==> src/rtl/led_heartbeat.sv <==
// Multi-channel status LED driver: one shared prescaler tick, per-channel OFF/ON/BLINK/PWM.
// Optional feature macro: LED_PWM_EN builds the PWM phase counter and per-channel duty registers.
module led_heartbeat #(
  parameter int NCH      = 8,
  parameter int TICK_DIV = 50000000,
  parameter int CW       = 16,
  parameter int PW       = 8,
  localparam int CHW     = (NCH > 1) ? $clog2(NCH) : 1,
  localparam int DW      = (TICK_DIV > 1) ? $clog2(TICK_DIV) : 1
) (
  input  logic           sys_clk,
  input  logic           sys_rst_n,
  input  logic           cfg_we,
  input  logic [CHW-1:0] cfg_ch,
  input  logic [1:0]     cfg_mode,
  input  logic [CW-1:0]  cfg_half,
  input  logic [PW-1:0]  cfg_duty,
  output logic [NCH-1:0] led,
  output logic           tick
);

  localparam logic [1:0]    MODE_OFF   = 2'd0;
  localparam logic [1:0]    MODE_ON    = 2'd1;
  localparam logic [1:0]    MODE_BLINK = 2'd2;
  localparam logic [1:0]    MODE_PWM   = 2'd3;
  localparam logic [DW-1:0] DIV_LAST   = DW'(TICK_DIV - 1);

  logic [DW-1:0] presc_reg;
  logic          tick_reg;

  always_ff @(posedge sys_clk or negedge sys_rst_n) begin
    if (!sys_rst_n) begin
      presc_reg <= '0;
      tick_reg  <= 1'b0;
    end else begin
      tick_reg  <= (presc_reg == DIV_LAST);
      presc_reg <= (presc_reg == DIV_LAST) ? '0 : presc_reg + DW'(1);
    end
  end

  assign tick = tick_reg;

`ifdef LED_PWM_EN
  logic [PW-1:0] phase_reg;

  always_ff @(posedge sys_clk or negedge sys_rst_n) begin
    if (!sys_rst_n) begin
      phase_reg <= '0;
    end else begin
      phase_reg <= phase_reg + PW'(1);
    end
  end
`else
  logic unused_duty;
  assign unused_duty = ^cfg_duty;
`endif

  genvar gi;
  generate
    for (gi = 0; gi < NCH; gi++) begin : g_ch
      logic          hit;
      logic [1:0]    mode_reg;
      logic [CW-1:0] half_reg;
      logic [CW-1:0] cnt_reg;
      logic          led_reg;
      logic [CW:0]   cnt_inc;
      logic [CW:0]   half_min;
      logic          pwm_on;

      // Out-of-range channel numbers match no generate index, so such writes are dropped.
      assign hit      = cfg_we && (cfg_ch == CHW'(gi));
      assign cnt_inc  = {1'b0, cnt_reg} + (CW+1)'(1);
      assign half_min = (half_reg == '0) ? (CW+1)'(1) : {1'b0, half_reg};

`ifdef LED_PWM_EN
      logic [PW-1:0] duty_reg;

      always_ff @(posedge sys_clk or negedge sys_rst_n) begin
        if (!sys_rst_n) begin
          duty_reg <= '0;
        end else if (hit) begin
          duty_reg <= cfg_duty;
        end
      end

      assign pwm_on = (phase_reg < duty_reg);
`else
      assign pwm_on = 1'b0;
`endif

      // A write takes priority over a coincident tick for this channel only.
      always_ff @(posedge sys_clk or negedge sys_rst_n) begin
        if (!sys_rst_n) begin
          mode_reg <= MODE_OFF;
          half_reg <= '0;
          cnt_reg  <= '0;
          led_reg  <= 1'b0;
        end else if (hit) begin
          mode_reg <= cfg_mode;
          half_reg <= cfg_half;
          cnt_reg  <= '0;
          led_reg  <= (cfg_mode == MODE_ON);
        end else begin
          case (mode_reg)
            MODE_ON: begin
              led_reg <= 1'b1;
            end
            MODE_BLINK: begin
              if (tick_reg) begin
                if (cnt_inc >= half_min) begin
                  cnt_reg <= '0;
                  led_reg <= ~led_reg;
                end else begin
                  cnt_reg <= cnt_reg + CW'(1);
                end
              end
            end
            MODE_PWM: begin
              led_reg <= pwm_on;
            end
            default: begin
              led_reg <= 1'b0;
            end
          endcase
        end
      end

      assign led[gi] = led_reg;
    end
  endgenerate

endmodule

==> config.mk <==
export PLATFORM = sky130hd
export DESIGN_NAME = led_heartbeat
export DESIGN_NICKNAME = d
export VERILOG_FILES = /design/src/rtl/led_heartbeat.sv
export SDC_FILE = /design/constraint.sdc
export NUM_CORES = 1
export LEC_CHECK = 0
export BUFFER_PORTS_ARGS = -buffer_cell sky130_fd_sc_hd__buf_4
export CELL_PAD_IN_SITES_DETAIL_PLACEMENT = 1
export CELL_PAD_IN_SITES_GLOBAL_PLACEMENT = 2
export CORE_AREA = 2 2 177 352
export CTS_CLUSTER_DIAMETER = 120
export CTS_CLUSTER_SIZE = 20
export DETAILED_ROUTE_END_ITERATION = 10
export DIE_AREA = 0 0 179 354
export PLACE_DENSITY_LB_ADDON = 0.05
export SYNTH_ARGS = -nofsm -noshare
export SYNTH_HDL_FRONTEND = slang
export SYNTH_SLANG_ARGS = --single-unit
==> constraint.sdc <==
create_clock -name sys_clk -period 4.75 [get_ports sys_clk]
set_clock_uncertainty 0.1 [all_clocks]
set_input_delay 0.2375 -clock sys_clk [delete_from_list [all_inputs] [get_ports sys_clk]]
set_output_delay 0.2375 -clock sys_clk [all_outputs]
set_load 0.1 [all_outputs]
Word-level counts from Yosys, hierarchy flattened --
Index checks and enable logic that the tools add are counted.
Storage, ports and cells: register bits 307, bits of input ports 32, output and inout port bits 9
Cells by class: add/sub/neg operators 17, order comparisons 8, eq/ne operators 41, multiplexer cells 73, bitwise gates (word level) 8, reductions and logical operators 49
Operator list (count):
- $mux W16 | 40
- $add A16 B1 Y17 const B | 8
- $ge A17 B16 Y1 | 8
- $add A16 B1 Y16 const B | 8
- $logic_not A16 Y1 | 8
- $ne A3 B3 Y1 const B | 16
- $reduce_and A2 Y1 | 16
- $reduce_bool A2 Y1 | 16
- $add A26 B1 Y26 const B | 1
- $eq A26 B26 Y1 const B | 1
- $mux W26 | 1
- $mux W1 | 24
- $eq A2 B1 Y1 const B | 9
- $eq A2 B2 Y1 const B | 8
- $pmux W1 S2 | 8
- $eq A3 B3 Y1 const B | 4
- $logic_and A1 B1 Y1 | 8
- $not A1 Y1 | 8
- $eq A3 B2 Y1 const B | 2
- $eq A3 B1 Y1 const B | 1
- $logic_not A3 Y1 | 1

Logic depth before layout (Yosys ltp) --
Gate-level depths: netlist of run 1.
word-level depth 7, gate-level depth with buffers 17, depth with buffers taken out 16

Least setup slack after synthesis of run 1 --
Ideal clock, no wire load.
path kind reg-to-reg, start register g_ch[1].cnt_reg[0], end register g_ch[1].cnt_reg[5], setup time 78 ps, data arrival time 3262 ps, setup slack 1310 ps, stages on the path, launching flop included 17, period minus slack after synthesis 3440 ps, path through dfrtp_1 -> ha_1 -> and3_1 -> nand3_1 -> nor2_1 -> and3_1 -> nand3_1 -> nand2_1 -> nand2_1 -> ha_1 -> a21o_1 -> a211oi_1 -> o211a_1 -> a32oi_1 -> or2_1 -> o21ai_0 -> o2bb2ai_1
Between the ends: longest elaborated chain between the ends 6
RTL lines:
- from (decl) | RTL line 64 | logic [CW-1:0] cnt_reg;
- from (signal assigned) | RTL line 114 | cnt_reg <= cnt_reg + CW'(1);
- $add A16 B1 Y17 | RTL line 72 | assign cnt_inc = {1'b0, cnt_reg} + (CW+1)'(1);
- $ge A17 B16 Y1 | RTL line 110 | if (cnt_inc >= half_min) begin
- $mux W16 (*) | RTL line 110
- $mux W16 (*) | RTL line 109 | if (tick_reg) begin
- $mux W16 (*) | RTL line 104 | case (mode_reg)
- $mux W16 (*) | RTL line 98 | end else if (hit) begin
Every way passes the cells marked *; elsewhere a longest branch is shown, timed or not. The select of a mux whose other input is x is not followed. A chain may end at the register's enable or synchronous reset.

Worst setup path in the final report of run 1 --
start register g_ch[1].cnt_reg[0], end register g_ch[1].cnt_reg[10]
The elaborated chain is that of the path after synthesis.

==> results of run 1 <==
## Yosys cell counts (all sizes together), types with 15 or more instances
cell and n:
dfrtp 307, nand2 293, o21ai 229, inv 171, ha 153, nand3 111, nor2 88, xnor2 77
clkbuf 72, xor2 62, a21oi 54, mux2 42, and3 38, nand4 37, nor3 35, nor4 33
a21o 29, buf 29, nor2b 23, a22o 20, nand2b 15
## through the flow
stage | hold WS [ps] | utilization
2_1_floorplan | -158.1 | -
3_5_place_dp | 186.7 | 0.3240
6_report | 62.49 | 0.3352
5_1_grt | 51.16 | 0.3352
4_1_cts | 28.59 | 0.3352
3_3_place_gp | 186.0 | 0.3240
## worst paths after layout
check | startpoint | to | slack [ps] | depth (start not counted)
max reg2reg | g_ch[1].cnt_reg[0] | g_ch[1].cnt_reg[10] | 630 | 16
min reg2reg | presc_reg[4] | presc_reg[4] | 390 | 1
min | cfg_we | g_ch[5].half_reg[0] | 60 | 4
max in group asynchronous | sys_rst_n | g_ch[2].half_reg[2] | 3150 | 3
min in group asynchronous | sys_rst_n | g_ch[5].cnt_reg[12] | 120 | 2
max | g_ch[1].cnt_reg[0] | g_ch[1].cnt_reg[10] | 630 | 16
## layout make-up
| class | count | area [µm²] | share of cell area |
|---|---|---|---|
| multi-input cells | 1502 | 9884 | 0.4858 |
| flip-flops and latches | 307 | 7682 | 0.3775 |
| well taps | 780 | 975.9 | 0.04796 |
| repair buffers | 80 | 668.1 | 0.03284 |
| inverters | 172 | 645.6 | 0.03173 |
| clock buffers | 19 | 475.5 | 0.02337 |
| clock inverters | 1 | 16.27 | 0.0007994 |
## logic make-up after synthesis
kind of cell	Yosys count	share of synthesized area
and+or+nand+nor	740	0.1942
AOI/OAI and AO/OA	424	0.1395
DFF	307	0.4125
buffers and inverters	273	0.05812
adders and majority gates	153	0.1028
xor gates and xnor gates	139	0.06537
muxes	46	0.02755
## power groups by stage
stage | sequential (W) | combinational [W] | clock [W]
floorplan | 0.00326 | 0.00143 | 0
global placement | 0.00336 | 0.00193 | 0
detailed placement | 0.00337 | 0.00202 | 0
CTS | 0.00332 | 0.00204 | 0.00182
global route | 0.00338 | 0.00225 | 0.00189
finish | 0.00332 | 0.00198 | 0.00171
## metal layers
metal	track usage	part of all wire	routed length (µm)	up-vias
met1	0.2038	0.38	22570	7443
met4	0.05463	0.026	1586	2
met3	0.01632	0.023	1398	61
met2	0.3917	0.57	34300	128
met5	0	0.00017	10	-
li1	-	-	-	7185
## worst max-delay path, cell delays in order (launching register included)
cell	delay [ps]
dfrtp_1	430
ha_1	280
and3_1	250
nand3_1	150
nor2_1	220
and3_1	300
nand3_1	130
nand2_1	90
nand2_1	50
ha_1	310
a21o_1	160
a211oi_1	370
o211a_1	220
a32oi_1	240
nor2_4	260
nand2_2	210
o41ai_2	260
==> out/results.ini, run 1 <==
[timing]
hold_viol=0
fin_crit_ps=4119
rsz0062_at_grt=false
fin_ws_ps=631.0
drv_slew=0
fin_tns_setup_ps=0
setup_viol=0
fin_crit_sh=0.8672
max_slew_margin=0.3251
fmax_mhz=242.8
tightest_slew_ps=1012

[cells_and_area]
layout.nets=2267
diodes=0
layout_common_cells=307 x dfrtp_1, 292 x nand2_1, 221 x o21ai_0, 171 x inv_1, 153 x ha_1
final_layout_size_suffix_gt1_frac=0.07016
final_common_cell=dfrtp_1
stdcell_area_um2=20350
finalNonFillerCells=2861
nFillCells=7062
synthToLayoutAreaGrowth_pct=9.265

[routing]
routedWlPerCell_um=20.93
route.antenna.remaining_nets=0
num_vias=14820
drt_pass1_iterations=4
vias_per_cell=5.180
drc=0
drt_wl_total_um=59870
drtIter0Drc=400

[clock_tree]
cts_resized=0
cts_setup_buffers=0
htreeDepth=1
clock-sinks=307
cts.path.max_buffers=3
path_clk_slew_ps=90
root_buffer=clkbuf_16
cts_inserted_buffers=19
cts_tree=yes
hold_buffers=19
clkLatencyLatePin_ps=550

[global_routing]
overflow=0
grt_pass1_wl_um=93590
grt_max_degree=88
grt_pass1_vias=16160
grtUsageTotal=0.1930
antenna_found_initial=3

[place]
dpl-instance-area_um2=19670
port_buffers=32
finalWeightedCongestion=0.7663
dp_slack_ps=570.9
dp_cells=2822
hpwl_um=44580

[synthesis]
synth.distinct_cells=75
synth_area_um2=18620
yosysSeqAreaShare=0.4125
synth_cells=2082
ys.flop_type=dfrtp_1
yosysWarnings=0
synth_top_area_frac=0.4125
syn_area_per_cell_um2=8.945
synth.ff_latch_count=307
synth_edf_count=0
synth_area_leader_cell=dfrtp_1
synthTopCellsByArea=dfrtp_1 41%, ha_1 10%, o21ai_0 5.9%, nand2_1 5.9%, xnor2_1 3.6%
async_flop_share=1.000
syn-num-nets=2267

[min_path]
hp-class=input pin to register

[power]
intPower_w=0.004444
p_total_w=0.007001
p_comb_frac=0.283
clkPwrFrac=0.244
p_sw_frac=0.3652
p_sw_w=0.002556
ir_drop_uv=252.9
pwr_density_cell_nw_per_um2=344.0
pwr-share-seq=0.474
p_leak_nw=9.520

[critical_path]
arrival_ps=4460
critPathCaptureType=register
critPathMaxFanout=10
required_ps=5090
cp-start-kind=register
critPathKind=register to register

[run]
drv_cap=0

[floorplan]
initial_utilization=0.3068
die_w_um=179
dieArea_um2=63370
row_count=128
die_h_um=354
core-area_um2=60700
ioPinCount=41

[run_status]
status=finished clean

(Power assumes the default switching activity.)
==> inputs of run 2 (changes only) <==
--- a/config.mk
+++ b/config.mk
@@ -8,11 +8,11 @@
 export BUFFER_PORTS_ARGS = -buffer_cell sky130_fd_sc_hd__buf_4
 export CELL_PAD_IN_SITES_DETAIL_PLACEMENT = 1
 export CELL_PAD_IN_SITES_GLOBAL_PLACEMENT = 2
-export CORE_AREA = 2 2 177 352
+export CORE_AREA = 2 2 156 311
 export CTS_CLUSTER_DIAMETER = 120
 export CTS_CLUSTER_SIZE = 20
 export DETAILED_ROUTE_END_ITERATION = 10
-export DIE_AREA = 0 0 179 354
+export DIE_AREA = 0 0 158 313
 export PLACE_DENSITY_LB_ADDON = 0.05
 export SYNTH_ARGS = -nofsm -noshare
 export SYNTH_HDL_FRONTEND = slang
==> run 2 against run 1 <==
  * Clock power fell by 2%
  * Cell count fell by 5.4%
  * Clock-buffer cell count did not move
  * Wire length fell by 13%
  * Fmax fell by 1.7%
  * Non-clock buffer count fell by 6
  * Largest cell class unchanged
  * Setup slack got worse by 72 ps
  * Highest routed layer is now met4
  * Critical endpoint unchanged
  * Combinational power fell by 4%
  * Power fell by 1.6%
  * Global-route usage rose by 2.6 points
==> out/results.ini, run 2 (same netlist as run 1, synthesis figures left out) <==
[floorplan]
core-area_um2=47220  ; -22%
die_w_um=158  ; -12%
die_h_um=313  ; -12%
initial_utilization=0.3944  ; +0.08755
ioPinCount=41  ; unchanged
row_count=113  ; -12%
dieArea_um2=49450  ; -22%

[timing]
rsz0062_at_grt=false
fin_crit_ps=4191  ; +71.58 ps
fmax_mhz=238.6  ; -1.7%
hold_viol=0  ; unchanged
fin_ws_ps=559.4  ; -71.58 ps
fin_tns_setup_ps=0  ; unchanged
drv_slew=0  ; unchanged
setup_viol=0  ; unchanged
fin_crit_sh=0.8822  ; +0.01507
max_slew_margin=0.1919  ; -0.1332
tightest_slew_ps=1206  ; +193.2 ps

[clock_tree]
root_buffer=clkbuf_16
clock-sinks=307  ; unchanged
cts_resized=0  ; unchanged
path_clk_slew_ps=90  ; about the same
cts_tree=yes
clkLatencyLatePin_ps=530  ; -20 ps
htreeDepth=1  ; unchanged
cts_inserted_buffers=19  ; unchanged
cts.path.max_buffers=3  ; unchanged
hold_buffers=19  ; unchanged
cts_setup_buffers=0  ; unchanged

[critical_path]
crit_slowest_cell=dfrtp_1
ff2ff_path_depth=16  ; unchanged
arrival_ps=4520  ; +60 ps
cp-start-kind=register
critPathCaptureType=register
path_buf_inv=0  ; unchanged
path_depth=16  ; unchanged
critPathKind=register to register
r2r-start=g_ch[1].cnt_reg[0]
cp-startpoint=g_ch[1].cnt_reg[0]
cp_top_family=simple AND/OR/NAND/NOR gates
crit_chain=ha_1 -> and3_1 -> nand3_1 -> nor2_1 -> and3_1 -> nand3_1 -> nand2_1 -> nand2_1 -> ha_1 -> a21o_1 -> a211oi_1 -> o211a_1 -> a32oi_1 -> nor2_4 -> nand2_2 -> o41ai_2
max_stage_delay_ps=440  ; about the same
required_ps=5080  ; about the same
critPathMaxFanout=10  ; unchanged

[min_path]
worstHoldPathCells=4  ; unchanged
holdCritStartpoint=cfg_we
hp-class=input pin to register

[global_routing]
grtUsageTotal=0.2186  ; +0.02557
antenna_found_initial=3  ; unchanged
overflow=0  ; unchanged
grt_max_degree=113  ; +28%
grt_pass1_wl_um=85650  ; -8.5%
grt_pass1_vias=15330  ; -5.1%

[cells_and_area]
diodes=0  ; unchanged
final_layout_size_suffix_gt1_frac=0.06747  ; -0.002689
nFillCells=5572  ; -21%
layout_common_cells=307 x dfrtp_1, 292 x nand2_1, 221 x o21ai_0, 171 x inv_1, 153 x ha_1
final_common_cell=dfrtp_1
seqCellArea_um2=7682  ; unchanged
synthToLayoutAreaGrowth_pct=8.096
multi_input_area_um2=9884  ; unchanged
layout.nets=2261  ; -0.26%

[routing]
routedWlPerCell_um=19.20  ; -8.2%
drtIter0Drc=629  ; +57%
drt_wl_total_um=51980  ; -13%
drt_pass1_iterations=4  ; unchanged
vias_per_cell=5.368  ; +3.6%
route.antenna.remaining_nets=0  ; unchanged
drc=0  ; unchanged
num_vias=14530  ; -2.0%

[power]
pwr_density_cell_nw_per_um2=342.3  ; -0.51%
p_leak_nw=9.497  ; -0.24%
p_total_w=0.006890  ; -1.6%
ir_drop_uv=230.9  ; -8.7%

[run]
drv_cap=0  ; unchanged

[place]
hpwl_um=36540  ; -18%
finalWeightedCongestion=0.7562  ; -1.3%
port_buffers=32  ; unchanged
dp_slack_ps=575.7  ; +4.760 ps

[run_status]
status=finished clean

-- run 2: changes by cell type in the layout (fill, tap and decap cells not counted) --
cell	delta
buf_4	-7
buf_12	+1
-- run 2: layer usage --
layer,track usage,share of wire
met5,0,0
met4,0.04013,0.015
met3,0.01659,0.021
met2,0.3760,0.49
met1,0.3034,0.47
-- run 2: layout make-up --
type / instances / share of cell area
Clock buffer: 19 / 0.02362
Timing Repair Buffer: 74 / 0.03157
Clock inverter: 1 / 0.0008080
Tap cell: 632 / 0.03928
Multi-Input combinational cell: 1502 / 0.4910
Inverter: 172 / 0.03207
Sequential cell: 307 / 0.3816
-- run 2: per-stage QoR --
stage / hold WS (ps) / cells / instance area, µm² / utilization
2_1_floorplan: -158.1 / 2082 / 18620 / -
3_3_place_gp: 279.6 / 2668 / 19450 / 0.4118
3_5_place_dp: 278.5 / 2668 / 19450 / 0.4118
4_1_cts: 104.9 / 2707 / 20130 / 0.4263
5_1_grt: 134.2 / 2707 / 20130 / 0.4263
6_report: 103.6 / 2707 / 20130 / 0.4263
-- run 2: worst register-to-register path: stages, from the launching register on --
cell and delay, ps:
dfrtp_1 440, ha_1 270, and3_1 240, nand3_1 190, nor2_1 240, and3_1 290
nand3_1 130, nand2_1 90, nand2_1 60, ha_1 310, a21o_1 160, a211oi_1 310
o211a_1 200, a32oi_1 230, nor2_4 350, nand2_2 240, o41ai_2 240
-- run 2: worst paths after layout --
kind	slack, ps	to
min	100	g_ch[5].half_reg[0]
min reg2reg	370	presc_reg[4]
min in group asynchronous	250	g_ch[5].cnt_reg[4]
max	560	g_ch[1].cnt_reg[10]
max in group asynchronous	3110	g_ch[1].cnt_reg[9]
max reg2reg	560	g_ch[1].cnt_reg[10]
-- run 2: power by group --
group | switching [W] | internal [W] | leakage, nW
Sequential | 0.000326 | 0.00299 | 3.96
Clock | 0.000942 | 0.000725 | 0.241
Combinational | 0.00119 | 0.000717 | 5.30
==> inputs of run 3 (changes only) <==
--- a/config.mk
+++ b/config.mk
@@ -6,13 +6,11 @@
 export NUM_CORES = 1
 export LEC_CHECK = 0
 export BUFFER_PORTS_ARGS = -buffer_cell sky130_fd_sc_hd__buf_4
-export CELL_PAD_IN_SITES_DETAIL_PLACEMENT = 1
-export CELL_PAD_IN_SITES_GLOBAL_PLACEMENT = 2
-export CORE_AREA = 2 2 156 311
+export CORE_AREA = 2 2 139 276
 export CTS_CLUSTER_DIAMETER = 120
 export CTS_CLUSTER_SIZE = 20
 export DETAILED_ROUTE_END_ITERATION = 10
-export DIE_AREA = 0 0 158 313
+export DIE_AREA = 0 0 141 278
 export PLACE_DENSITY_LB_ADDON = 0.05
 export SYNTH_ARGS = -nofsm -noshare
 export SYNTH_HDL_FRONTEND = slang
==> run 3 against run 2 <==
  * Design area shrank 1.2%
  * Non-clock buffer count shrank 4
  * First-iteration DRC count grew 28%
  * Sequential cell count is the same
  * Sequential share of layout area grew 0.47 points
  * Core utilization grew 11 points
  * Critical path depth is the same
  * Clock-buffer cell count is the same
  * Via count grew 0.83%
  * Highest routed layer unchanged
==> out/results.ini, run 3 (same netlist as run 1, synthesis figures left out) <==
[critical_path]
rrSetupSlack_ps=630  ; +70 ps
r2r-start=g_ch[1].cnt_reg[0]
ff2ff_path_depth=16  ; unchanged
critPathMaxFanout=10  ; unchanged
required_ps=5080  ; about the same
arrival_ps=4460  ; -60 ps
critPathCaptureType=register
cp-start-kind=register
r2r-end=g_ch[1].cnt_reg[10]
critPathKind=register to register

[min_path]
holdCritStartpoint=cfg_we
holdPathEnd=g_ch[5].half_reg[0]
hp-class=input pin to register
worstHoldPathCells=4  ; unchanged

[timing]
fin_crit_sh=0.8676  ; -0.01464
hold_viol=0  ; unchanged
tightest_slew_ps=1155  ; -50.23 ps
setup_viol=0  ; unchanged
fin_crit_ps=4121  ; -69.55 ps
hold_ws_ps=35.11  ; -68.48 ps
drv_slew=0  ; unchanged
max_slew_margin=0.2290  ; +0.03704
rsz0062_at_grt=false
fin_tns_setup_ps=0  ; unchanged
fmax_mhz=242.7  ; +1.7%

[place]
port_buffers=32  ; unchanged
hpwl_um=34560  ; -5.4%
finalWeightedCongestion=0.8269  ; +9.3%

[routing]
drtIter0Drc=808  ; +28%
route.antenna.remaining_nets=0  ; unchanged
num_vias=14650  ; +0.83%
top_layer=met4
routedWlPerCell_um=18.94  ; -1.4%
drt_wl_total_um=47930  ; -7.8%
wl_met3_um=1315  ; +18%
drc=0  ; unchanged
wl_met2_um=26180  ; +2.4%
wl_met1_um=18410  ; -25%
vias_per_cell=5.791  ; +7.9%
drt_pass1_iterations=6  ; +2

[global_routing]
overflow=0  ; unchanged
grtUsageTotal=0.2491  ; +0.03053
antenna_found_initial=0  ; -3
grt_max_degree=113  ; unchanged
grt_pass1_vias=15010  ; -2.1%
grt_pass1_wl_um=77870  ; -9.1%

[run_status]
status=finished clean

[clock_tree]
clkLatencyLatePin_ps=530  ; about the same
path_clk_slew_ps=90  ; about the same
cts_tree=yes
root_buffer=clkbuf_16
cts_inserted_buffers=19  ; unchanged
clock-sinks=307  ; unchanged
cts_setup_buffers=0  ; unchanged
htreeDepth=1  ; unchanged
cts.path.max_buffers=3  ; unchanged

[floorplan]
initial_utilization=0.5011  ; +0.1068
dieArea_um2=39200  ; -21%
die_h_um=278  ; -11%
row_count=100  ; -12%
ioPinCount=41  ; unchanged
die_w_um=141  ; -11%
core-area_um2=37160  ; -21%

[run]
drv_cap=0  ; unchanged

[cells_and_area]
layout_common_cells=307 x dfrtp_1, 292 x nand2_1, 221 x o21ai_0, 171 x inv_1, 153 x ha_1
final_layout_size_suffix_gt1_frac=0.06567  ; -0.001801
diodes=0  ; unchanged
layout.nets=2257  ; -0.18%
final_common_cell=dfrtp_1
synthToLayoutAreaGrowth_pct=6.773

[power]
p_leak_nw=9.477  ; -0.21%
ir_drop_uv=298.0  ; +29%
pwr_density_cell_nw_per_um2=344.1  ; +0.54%

## run 3: changes by cell type in the layout (fill, tap and decap cells not counted)
cell	delta
buf_4	-4
## run 3: metal layers
layer / GRT usage / vias up
li1: - / 7173
met1: 0.2756 / 7146
met2: 0.4792 / 234
met3: 0.02306 / 97
met4: 0.1036 / 0
met5: 0 / -
## run 3: metrics by stage
| stage | total power, W | setup WS, ps | utilization | instance area [µm²] | std cells |
|---|---|---|---|---|---|
| after floorplan | 0.004695 | 1310 | - | 18620 | 2082 |
| final | 0.006842 | 629.0 | 0.5351 | 19880 | 2530 |
| after detailed placement | 0.005262 | 671.1 | 0.5167 | 19200 | 2491 |
| after global routing | 0.007308 | 203.8 | 0.5351 | 19880 | 2530 |
| after CTS | 0.006944 | 622.2 | 0.5351 | 19880 | 2530 |
| after global placement | 0.005184 | 700.5 | 0.5167 | 19200 | 2491 |
## run 3: report_power, final
| group | switching (W) | internal (W) |
|---|---|---|
| combinational | 0.00117 | 0.000713 |
| clock | 0.000917 | 0.000724 |
| sequential | 0.000328 | 0.00299 |
| total | 0.00241 | 0.00443 |
## run 3: worst max path at each step
| stage | startpoint | endpoint | slack, ps | depth (start not counted) |
|---|---|---|---|---|
| 3_3_place_gp | g_ch[1].cnt_reg[0] | g_ch[1].cnt_reg[10] | 700 | 16 |
| 5_1_grt | g_ch[1].cnt_reg[0] | g_ch[1].cnt_reg[6] | 200 | 16 |
| 6_report | g_ch[1].cnt_reg[0] | g_ch[1].cnt_reg[10] | 630 | 16 |
| 2_1_floorplan | g_ch[1].cnt_reg[0] | g_ch[1].cnt_reg[5] | 1310 | 16 |
| 4_1_cts | g_ch[1].cnt_reg[0] | g_ch[1].cnt_reg[10] | 620 | 16 |
| 3_5_place_dp | g_ch[1].cnt_reg[0] | g_ch[1].cnt_reg[10] | 670 | 16 |
## run 3: cell type report
| cell class | count | area (µm²) |
|---|---|---|
| sequential | 307 | 7682 |
| tap | 459 | 574.3 |
| clock inverter | 1 | 16.27 |
| clock buffer | 19 | 475.5 |
| inverter | 172 | 645.6 |
| timing repair buffer | 70 | 605.6 |
| fill | 3445 | 17280 |
| multi-input combinational | 1502 | 9884 |
## run 3: what timing repair did
| action | 4_1_cts | 5_1_grt |
|---|---|---|
| gates resized for setup | 0 | 0 |
| endpoints found under the hold margin | 209 | 0 |
| hold buffers | 19 | 0 |
## run 3: worst max-delay path: stages, from the launching register on
cell and delay (ps):
dfrtp_1 450, ha_1 270, and3_1 230, nand3_1 180, nor2_1 250, and3_1 310, nand3_1 120, nand2_1 90
nand2_1 50, ha_1 300, a21o_1 160, a211oi_1 310, o211a_1 200, a32oi_1 230, nor2_4 310, nand2_2 220
o41ai_2 240
